## src/rtl/div2_sequencer.sv

```systemverilog
// Fixed-point divide sequencer: reads dividend/divisor bytes, writes floor(dividend*256/divisor) as 3 bytes.
// Start 1-then-0 launches a run; Ack holds until the next Start=1. Start is ignored while Busy.
module div2_sequencer #(
  parameter logic [7:0] IN_BASE  = 8'd0,
  parameter logic [7:0] OUT_BASE = 8'd4,
  parameter int         QBITS    = 24
) (
  input  logic       Clk,
  input  logic       Reset,
  input  logic       Start,
  output logic       Ack,
  output logic       Busy,
  output logic [7:0] MemAddr,
  output logic       MemWrEn,
  output logic [7:0] MemDataOut,
  input  logic [7:0] MemDataIn
);

  localparam int CW = $clog2(QBITS);

  typedef enum logic [3:0] {
    IDLE, RD_HI, RD_LO, RD_DIV, CAPT, DIVIDE, WR0, WR1, WR2, DONE
  } state_t;

  state_t           state;
  logic             armed;
  logic [7:0]       hi;
  logic [7:0]       lo;
  logic [7:0]       d;
  logic [7:0]       r;
  logic [QBITS-1:0] n;
  logic [QBITS-1:0] q;
  logic [CW-1:0]    cnt;

  // The remainder is always below D after each step, so 8 stored bits suffice;
  // the 9th bit only exists in the shifted trial value.
  logic [8:0]       r9;
  logic             qbit;
  logic [7:0]       r_sub;
  logic [QBITS-1:0] q_next;

  assign r9     = {r, n[QBITS-1]};
  assign qbit   = (r9 >= {1'b0, d});
  assign r_sub  = r9[7:0] - d;
  assign q_next = {q[QBITS-2:0], qbit};

  always_ff @(posedge Clk or posedge Reset) begin
    if (Reset) begin
      state      <= IDLE;
      armed      <= 1'b0;
      hi         <= '0;
      lo         <= '0;
      d          <= '0;
      r          <= '0;
      n          <= '0;
      q          <= '0;
      cnt        <= '0;
      Ack        <= 1'b0;
      Busy       <= 1'b0;
      MemAddr    <= '0;
      MemWrEn    <= 1'b0;
      MemDataOut <= '0;
    end else begin
      case (state)
        IDLE: begin
          if (armed && !Start) begin
            armed   <= 1'b0;
            state   <= RD_HI;
            Busy    <= 1'b1;
            MemAddr <= IN_BASE;
          end else if (Start) begin
            armed <= 1'b1;
          end
        end
        RD_HI: begin
          state   <= RD_LO;
          MemAddr <= IN_BASE + 8'd1;
        end
        RD_LO: begin
          hi      <= MemDataIn;
          state   <= RD_DIV;
          MemAddr <= IN_BASE + 8'd2;
        end
        RD_DIV: begin
          lo    <= MemDataIn;
          state <= CAPT;
        end
        CAPT: begin
          d <= MemDataIn;
          if (MemDataIn == 8'd0) begin
            q          <= '1;
            state      <= WR0;
            MemAddr    <= OUT_BASE;
            MemDataOut <= 8'hFF;
            MemWrEn    <= 1'b1;
          end else begin
            n     <= {hi, lo, 8'h00};
            r     <= '0;
            q     <= '0;
            cnt   <= CW'(QBITS - 1);
            state <= DIVIDE;
          end
        end
        DIVIDE: begin
          r   <= qbit ? r_sub : r9[7:0];
          q   <= q_next;
          n   <= {n[QBITS-2:0], 1'b0};
          cnt <= cnt - 1'b1;
          if (cnt == '0) begin
            state      <= WR0;
            MemAddr    <= OUT_BASE;
            MemDataOut <= q_next[23:16];
            MemWrEn    <= 1'b1;
          end
        end
        WR0: begin
          state      <= WR1;
          MemAddr    <= OUT_BASE + 8'd1;
          MemDataOut <= q[15:8];
        end
        WR1: begin
          state      <= WR2;
          MemAddr    <= OUT_BASE + 8'd2;
          MemDataOut <= q[7:0];
        end
        WR2: begin
          state   <= DONE;
          MemWrEn <= 1'b0;
          Busy    <= 1'b0;
          Ack     <= 1'b1;
        end
        DONE: begin
          if (Start) begin
            Ack   <= 1'b0;
            armed <= 1'b1;
            state <= IDLE;
          end
        end
        default: state <= IDLE;
      endcase
    end
  end

endmodule

```

## config.mk

```make
export PLATFORM = sky130hd
export DESIGN_NAME = div2_sequencer
export DESIGN_NICKNAME = d
export VERILOG_FILES = /design/src/rtl/div2_sequencer.sv
export SDC_FILE = /design/constraint.sdc
export NUM_CORES = 1
export LEC_CHECK = 0
export ABC_AREA = 1
export BUFFER_PORTS_ARGS = -buffer_cell sky130_fd_sc_hd__buf_4
export CAP_MARGIN = 25
export CORE_ASPECT_RATIO = 0.9
export CORE_UTILIZATION = 35
export DETAILED_ROUTE_END_ITERATION = 12
export PLACE_DENSITY = 0.58
export REMOVE_ABC_BUFFERS = 1
export SYNTH_ARGS = -nofsm -noshare
export SYNTH_HDL_FRONTEND = slang
export SYNTH_SLANG_ARGS = --single-unit
export TNS_END_PERCENT = 20
```

## constraint.sdc

```tcl
create_clock -name Clk -period 3.34 [get_ports Clk]
set_input_delay 0.501 -clock Clk [delete_from_list [all_inputs] [get_ports Clk]]
set_output_delay 0.501 -clock Clk [all_outputs]
set_load 0.005 [all_outputs]
```

; Yosys cells after proc, flatten, opt, wreduce, memory -nomap -nowiden
; Index checks and enable logic that the tools add are counted.
[word_totals]
register_bits = 108
latchBits = 0
mem_bits_rw = 0
mem_bits_ro = 0
input_bits = 11
output_inout_bits = 19
elab_cells = 81
n_memories = 0
[op_classes]
addsub = 2
multipliers = 0
n_div = 0
magnitude_cmp = 1
n_eq_ne = 14
n_shift = 0
mux = 31
bitwise = 0
n_reduce_logical = 19
[ops]
columns = operator, count
row1 = 2-to-1 mux 8 bit, 7
row2 = case mux 8 bit (7 select lines), 1
row3 = case mux 24 bit (2 select lines), 1
row4 = case mux 23 bit (2 select lines), 1
row5 = case mux 4 bit (10 select lines), 1
row6 = case mux 8 bit (4 select lines), 1
row7 = 2-to-1 mux 24 bit, 1
row8 = 2-to-1 mux 23 bit, 1
row9 = "== test 4 x 3 -> 1 bit, second input constant", 4
row10 = case mux 8 bit (2 select lines), 1
row11 = 2-to-1 mux 4 bit, 3
row12 = "inequality test 2 bit, second input constant", 5
row13 = case mux 5 bit (2 select lines), 1
row14 = >= comparator 9 x 8 -> 1 bit, 1
row15 = AND reduction 3 bit, 3
row16 = "== test 4 x 2 -> 1 bit, second input constant", 2
row17 = "== test 4 bit, second input constant", 2
row18 = logical NOT 8 bit, 1
row19 = nonzero test 2 bit, 4
row20 = subtractor 8 bit, 1
row21 = nonzero test 7 bit, 1
row22 = 2-to-1 mux 1 bit, 6
row23 = case mux 1 bit (2 select lines), 3
row24 = AND reduction 2 bit, 3
row25 = other kinds (12), 12

; Longest topological paths before layout
; Gate-level depths: netlist (run 1).
[logic_depth]
depth_word = 4
ltp_mapped = 12
mapped_depth_nobuf = 12

; Worst setup path after synthesis (run 1)
; OpenSTA, ideal clock, no wires.
[synth_path]
kind = reg-to-reg
startpoint = register r[3]
endpoint = register r[7]
setup_time_ps = 65
arrival_time_ps = 1575
t_required_ps = 3275
slack_ps = 1700
path_stages_with_launch = 11
n_path_buf = 0
synth_period_minus_slack_ps = 1640
path_cell_list = dfrtp_1 > ha_1 > nand2_1 > inv_1 > a21oi_1 > nand2_1 > nand2_2 > nand2_1 > nand2_1 > nand3_1 > nand2_1
[synth_between]
elab_chain_len = 3
elab_cells_between_ends = 4
classes_between = 1 x add/sub / 1 x order compare / 2 x mux
[synth_rtl]
columns = element, line
row1 = "start, declared", 30  ; logic [7:0] r;
row2 = "start signal, assigned", 105  ; r <= qbit ? r_sub : r9[7:0];
row3 = subtractor 8 bit / >= comparator 9 x 8 -> 1 bit (equally long branches), "44, 43"
row4 = 2-to-1 mux 8 bit *, 105
row5 = case mux 8 bit (2 select lines) *, 64  ; case (state)
; Mark *: on every way between the ends. The rest lies on a longest branch, timed or not.
; A chain may end at the register's enable or synchronous reset.

; Worst setup path after layout (run 1)
[layout_path]
startpoint = register state[3]
endpoint = register cnt[4]
[layout_between]
elab_chain_len = 3
elab_cells_between_ends = 6
classes_between = 3 x eq/ne / 1 x mux / 2 x reduce/logical
[layout_rtl]
columns = element, line
row1 = "start, declared", 25  ; state_t state;
row2 = "start signal, assigned", 49  ; state <= IDLE;
row3 = "start signal, assigned", 68  ; state <= RD_HI;
row4 = "start signal, assigned", 76  ; state <= RD_LO;
row5 = == test 4 x 3 -> 1 bit, 64
row6 = inequality test 2 bit (no source line) / nonzero test 2 bit (equally long branches), --
row7 = AND reduction 2 bit (no source line), --
row8 = "end signal, assigned", 100  ; cnt <= CW'(QBITS - 1);
row9 = "end signal, assigned", 108  ; cnt <= cnt - 1'b1;
row10 = "end, declared", 33  ; logic [CW-1:0] cnt;
; Several ways; a longest one is shown, not always the timed one.

==> run summary, run 1 <==
CTS tree -> built
iteration count of the initial detailed-routing pass -> 5
launching point of the worst reg2reg path -> state[3]
Overall Global Routing Usage -> 16.87%
Sw Share -> 41.20%
clk sinks -> 95
# rows -> 39
achievable frequency -> 422.4 MHz
FF-to-FF setup slack -> 0.97 ns
port bufs -> 24
internal power -> 3.487 mW
Reg2Reg Depth -> 9
I/O pin cnt -> 30
Sum Neg Setup Slack -> 0 ns
Synth Register Bits -> 95
clock network power share -> 19.7%
number of CTS-inserted buffers -> 9
nets -> 617
clock latency on the worst-skew pair -> 0.35 ns
# DRC -> 0
largest net degree at the start of global routing -> 61
sequential share of power -> 35.1%
total design power -> 5.930 mW
Max rail drop VDD -> 0.4031 mV
switching component of the power -> 2.443 mW
CTS Buffer Depth -> 2
multi-input logic area -> 1872 µm²
filler instances -> 1,312
HP Class -> primary input to asynchronous set/reset pin
Overflow after GRT -> 0
Setup Viol. Count Final -> 0
CP Max Fanout -> 45
Crit path arrival time -> 2.64 ns
die height -> 111.4 µm
Final min period -> 2.367 ns
Post-CTS Hold Buffers -> 0
Avg WL per Cell -> 13.56 µm
MaxCap Viol Count -> 0
Comb power frac -> 45.3%
antenna diode count -> 0
Slew @ Worst Pin -> 0.7586 ns
Routed WL -> 10,330 µm
Pins Over Slew Limit -> 0
Post-synth top cells -> 166 x nand2_1, 95 x dfrtp_1, 75 x inv_1
class of the most critical setup path -> register to register
RSZ-0062 raised after global routing -> false
Cells after DPL -> 748
Routed Antenna Nets -> 0
top cell type by total area after synthesis -> dfrtp_1
post-CTS sizing -> 0
ratio of cells with drive above 1 in the final layout -> 9.699%
initial antenna violation count -> 0
Non-Filler Instances -> 762
reg2reg end -> cnt[4]
required time of the critical path -> 3.61 ns
Crit. End Element -> register
Synth area leaders -> dfrtp_1 51%, nand2_1 13%, inv_1 6.0%
Die Width -> 123.6 µm
Fin. Hold Viols -> 0
Leakage -> 2.685 nW
Post-CTS Setup Bufs -> 0
Avg Inst Size Synth -> 8.111 µm²
die area -> 13,770 µm²
mapped cell area -> 4656 µm²
fraction of registers with async set/reset -> 100.0%
Clock Skew -> 0.005135 ns
CP Launch Type -> register
RePlAce Congestion -> 0.8164
status -> complete, no violations
Unique masters post-synth -> 33
Avg Vias per Cell -> 4.917
Detail Placement HPWL -> 7386 µm
sequential area share after synthesis -> 51.06%
H-tree Lvls -> 3
DR iter-0 viols -> 270
count leader, synth -> nand2_1
area grow syn2layout -> 14.03%
Initial Util -> 36.28%
Mapped Cells -> 574
clock root buffer -> clkbuf_16
Storage cell area -> 2377 µm²
vias in the first global route -> 3,757
Tcrit/Tclk final -> 70.88%
EDFF count, synth -> 0
Rel. slew slack -> 49.42%
Pwr Density -> 1117 nW/µm²
post-synth top area share -> 51.06%
Core ar. -> 12,830 µm²
Synth Flop Type -> dfrtp_1
synth warn -> 0
Via Count -> 3,747
Clock Pin Slew Worst Setup and Hold Paths -> 0.06 ns
Fin Hold WS -> 0.2915 ns
global-route wire length before repair -> 17,880 µm
[placed cells by master (no fill, tap or decap), types with 21 or more instances in the layout]
cell / n
nand2_1: 166
dfrtp_1: 95
inv_1: 74
o21ai_0: 46
nand3_1: 30
buf_4: 28
nor2_1: 25
o21ai_1: 23
a21oi_1: 21
[per-stage QoR]
stage / instance area [µm²] / util [%] / setup slack, ns
6_report: 5309 / 41.37 / 0.9725
5_1_grt: 5309 / 41.37 / 0.7328
4_1_cts: 5309 / 41.37 / 0.9791
3_5_place_dp: 4975 / 38.76 / 0.9934
3_3_place_gp: 4975 / 38.76 / 1.064
2_1_floorplan: 4557 / - / 0.3620
[routing by layer]
layer	global-route usage (%)	up-vias	share of wire (%)
met2	26.26	56	46
met5	0	-	0
met4	7.229	0	1.8
li1	-	1896	-
met1	22.76	1782	49
met3	3.381	13	3.3
[registers in the layout, summed over array words and instances (netlist names), 3 cells and up]
name and count:
state 4, MemAddr 3, n 16, q 23, hi 8, r 8, lo 8, cnt 5
d 8, MemDataOut 8
[area by class of cell]
class / instances / share of cell area, %
multi-input cells: 379 / 35.26
inverters: 82 / 5.845
clock buffers: 10 / 4.502
repair buffers: 28 / 3.959
flip-flops and latches: 95 / 44.78
well taps: 164 / 3.865
clock inverters: 4 / 1.791
[cell families (layout without fill, tap and decap cells)]
group,count (synthesis),in the layout,synth area share (%)
simple gates,239,239,21.26
compound gates,119,119,14.49
buf+inv,104,124,9.057
flops,95,95,51.06
fa+ha+maj,11,11,3.117
xor+xnor,5,5,0.9406
other cells,1,5,0.08055
[worst max path at each step]
stage               cells past startpoint      to      from
detailed placement                      9  cnt[4]  state[3]
CTS                                     9  cnt[4]  state[3]
finish                                  9  cnt[4]  state[3]
global route                            9  cnt[4]  state[3]
global placement                        7  cnt[4]  state[1]
floorplan                               1     Ack     Reset
[worst max-delay path, cell delays in order (launching register included)]
cell	delay (ns)
dfrtp_1	0.41
inv_2	0.09
nand2_2	0.11
inv_2	0.12
nand2_4	0.25
nand2_1	0.17
nand2_2	0.23
inv_2	0.59
o21ai_0	0.18
o21ai_1	0.12
[power by group through the flow]
stage,Combinational (mW),Sequential [mW],Clock [mW]
finish,2.68,2.08,1.17
detailed placement,2.70,2.10,0
global placement,2.65,2.09,0
CTS,2.71,2.09,1.20
global route,3.11,2.15,1.23
floorplan,2.01,2.00,0
No activity file was read; power rests on OpenSTA's default activity.
==> run 2: changes to the inputs <==
ABC_AREA = 0   (was 1)
clock period = 2.3 ns   (was 3.34 ns; I/O delays follow)
==> run summary, run 2 <==
final worst slack -> 0.3623 ns
initial antenna violation count -> 0
Clock Pin Slew Worst Setup and Hold Paths -> 0.07 ns
Placement Cell Area -> 5082 µm²
# DRC -> 0
dpl ws -> 0.2641 ns
Cells after DPL -> 654
Mapped Cells -> 472
RSZ-0062 raised after global routing -> false
Layout Utilization -> 41.76%
clock root buffer -> clkbuf_16
Initial Util -> 36.26%
MaxCap Viol Count -> 0
launching point of the worst reg2reg path -> r[5]
mapped cell area -> 4653 µm²
Routed Antenna Nets -> 0
M1 GR Usage -> 21.18%
CTS tree -> built
class of the most critical setup path -> register to register
GR peak layer -> met2
Pwr Density -> 1580 nW/µm²
RePlAce Congestion -> 0.7744
total design power -> 8.467 mW
FF-to-FF setup slack -> 0.36 ns
post-synth top area share -> 51.09%
Post-synth top cells -> 95 x dfrtp_1, 73 x nor2_1, 38 x nand2_1
Post-CTS Setup Bufs -> 0
iteration count of the initial detailed-routing pass -> 4
Fin. Hold Viols -> 0
Storage cell area -> 2377 µm²
met3 Use GR -> 3.381%
Non-Filler Instances -> 670
Setup Viol. Count Final -> 0
global-route wire length before repair -> 16,420 µm
Avg WL per Cell -> 14.27 µm
multi-input logic area -> 2081 µm²
Synth area leaders -> dfrtp_1 51%, mux2i_1 6.0%, nor2_1 5.9%
Avg Inst Size Synth -> 9.859 µm²
# rows -> 39
reg2reg end -> r[4]
HP Class -> primary input to asynchronous set/reset pin
Largest regs -> q: 23 flops, n: 16 flops
Max rail drop VDD -> 0.6392 mV
number of CTS-inserted buffers -> 9
Core ar. -> 12,830 µm²
Reg2Reg Depth -> 7
H-tree Lvls -> 3
Unique masters post-synth -> 54
grt met2 use -> 23.72%
CP Max Fanout -> 10
clock latency on the worst-skew pair -> 0.34 ns
synth warn -> 0
port bufs -> 24
Crit. End Element -> register
CP Launch Type -> register
Synth Register Bits -> 95
commonest non-fill, non-tap cells in the layout -> 95 x dfrtp_1, 73 x nor2_1, 44 x buf_4
clk sinks -> 95
filler instances -> 1,224
Sum Neg Setup Slack -> 0 ns
die height -> 111.4 µm
Pins Over Slew Limit -> 0
fraction of registers with async set/reset -> 100.0%
CTS Buffer Depth -> 2
Die Width -> 123.5 µm
Routed WL -> 9561 µm
max reg flops -> 23
post-CTS sizing -> 0
Clock Skew -> 0.008212 ns
Via Count -> 3,422
Crit path arrival time -> 2.14 ns
count leader, synth -> dfrtp_1
required time of the critical path -> 2.50 ns
Leakage -> 2.425 nW
area grow syn2layout -> 15.17%
antenna diode count -> 0
DR iter-0 viols -> 173
sequential area share after synthesis -> 51.09%
most common cell after layout, fill and taps aside -> dfrtp_1
Final min period -> 1.938 ns
Synth Flop Type -> dfrtp_1
Avg Vias per Cell -> 5.107
Overall Global Routing Usage -> 15.19%
Rel. slew slack -> 61.22%
achievable frequency -> 516.1 MHz
top cell type by total area after synthesis -> dfrtp_1
Tcrit/Tclk final -> 84.25%
Detail Placement HPWL -> 6553 µm
ratio of cells with drive above 1 in the final layout -> 17.39%
Post-Layout Inst Area -> 5359 µm²
nets -> 523
Slew @ Worst Pin -> 0.5772 ns
vias in the first global route -> 3,274
I/O pin cnt -> 30
status -> complete, no violations
Overflow after GRT -> 0
Fin Hold WS -> 0.1269 ns
largest net degree at the start of global routing -> 96
Post-CTS Hold Buffers -> 0
die area -> 13,760 µm²
Top reg by flops -> q
EDFF count, synth -> 0
[run 2: final cells by class]
type                            instances  share of cell area (%)
Timing Repair Buffer                   45                   6.537
Clock inverter                          4                  0.5604
Inverter                               18                   1.284
Multi-Input combinational cell        332                   38.83
Tap cell                              164                   3.829
Clock buffer                           12                   4.600
Sequential cell                        95                   44.36
[run 2: where the power goes]
| part | leakage (nW) | switching [mW] | internal, mW | total [mW] |
|---|---|---|---|---|
| registers | 1.13 | 0.512 | 2.48 | 2.99 |
| logic | 1.16 | 2.26 | 1.83 | 4.09 |
| clock network | 0.133 | 0.621 | 0.768 | 1.39 |
| total | 2.42 | 3.39 | 5.08 | 8.47 |
[run 2: logic make-up after synthesis]
| kind of cell | count (synthesis) | synth area share (%) |
|---|---|---|
| AOI/OAI and AO/OA | 113 | 14.55 |
| and+or+nand+nor | 150 | 14.90 |
| other | 1 | 0.08059 |
| muxes | 45 | 10.14 |
| xor gates and xnor gates | 8 | 1.506 |
| adders and majority gates | 11 | 3.119 |
| buffers and inverters | 49 | 4.625 |
| DFF | 95 | 51.09 |
[run 2: worst max-delay path by stage]
stage                             from         end  slack (ns)  cells after the start
after global routing              r[4]        r[7]        0.23                      7
after global placement    MemDataIn[0]  MemAddr[1]        0.29                      6
after detailed placement  MemDataIn[0]  MemAddr[1]        0.26                      6
after CTS                         r[5]        r[4]        0.36                      7
after floorplan                  Reset         Ack       -0.52                      1
final                             r[5]        r[4]        0.36                      7
[run 2: worst max-delay path, stage by stage (launching register included)]
cell      delay (ns)
dfrtp_1         0.41
ha_1            0.37
a21oi_1         0.19
o221ai_1        0.14
a21oi_1         0.19
buf_4           0.22
mux2i_1         0.20
o21ai_0         0.09
[run 2: layer usage]
metal,part of all wire (%),vias up
met5,0,-
met4,1.2,0
met3,4.4,10
met2,46,76
met1,49,1637
li1,-,1699
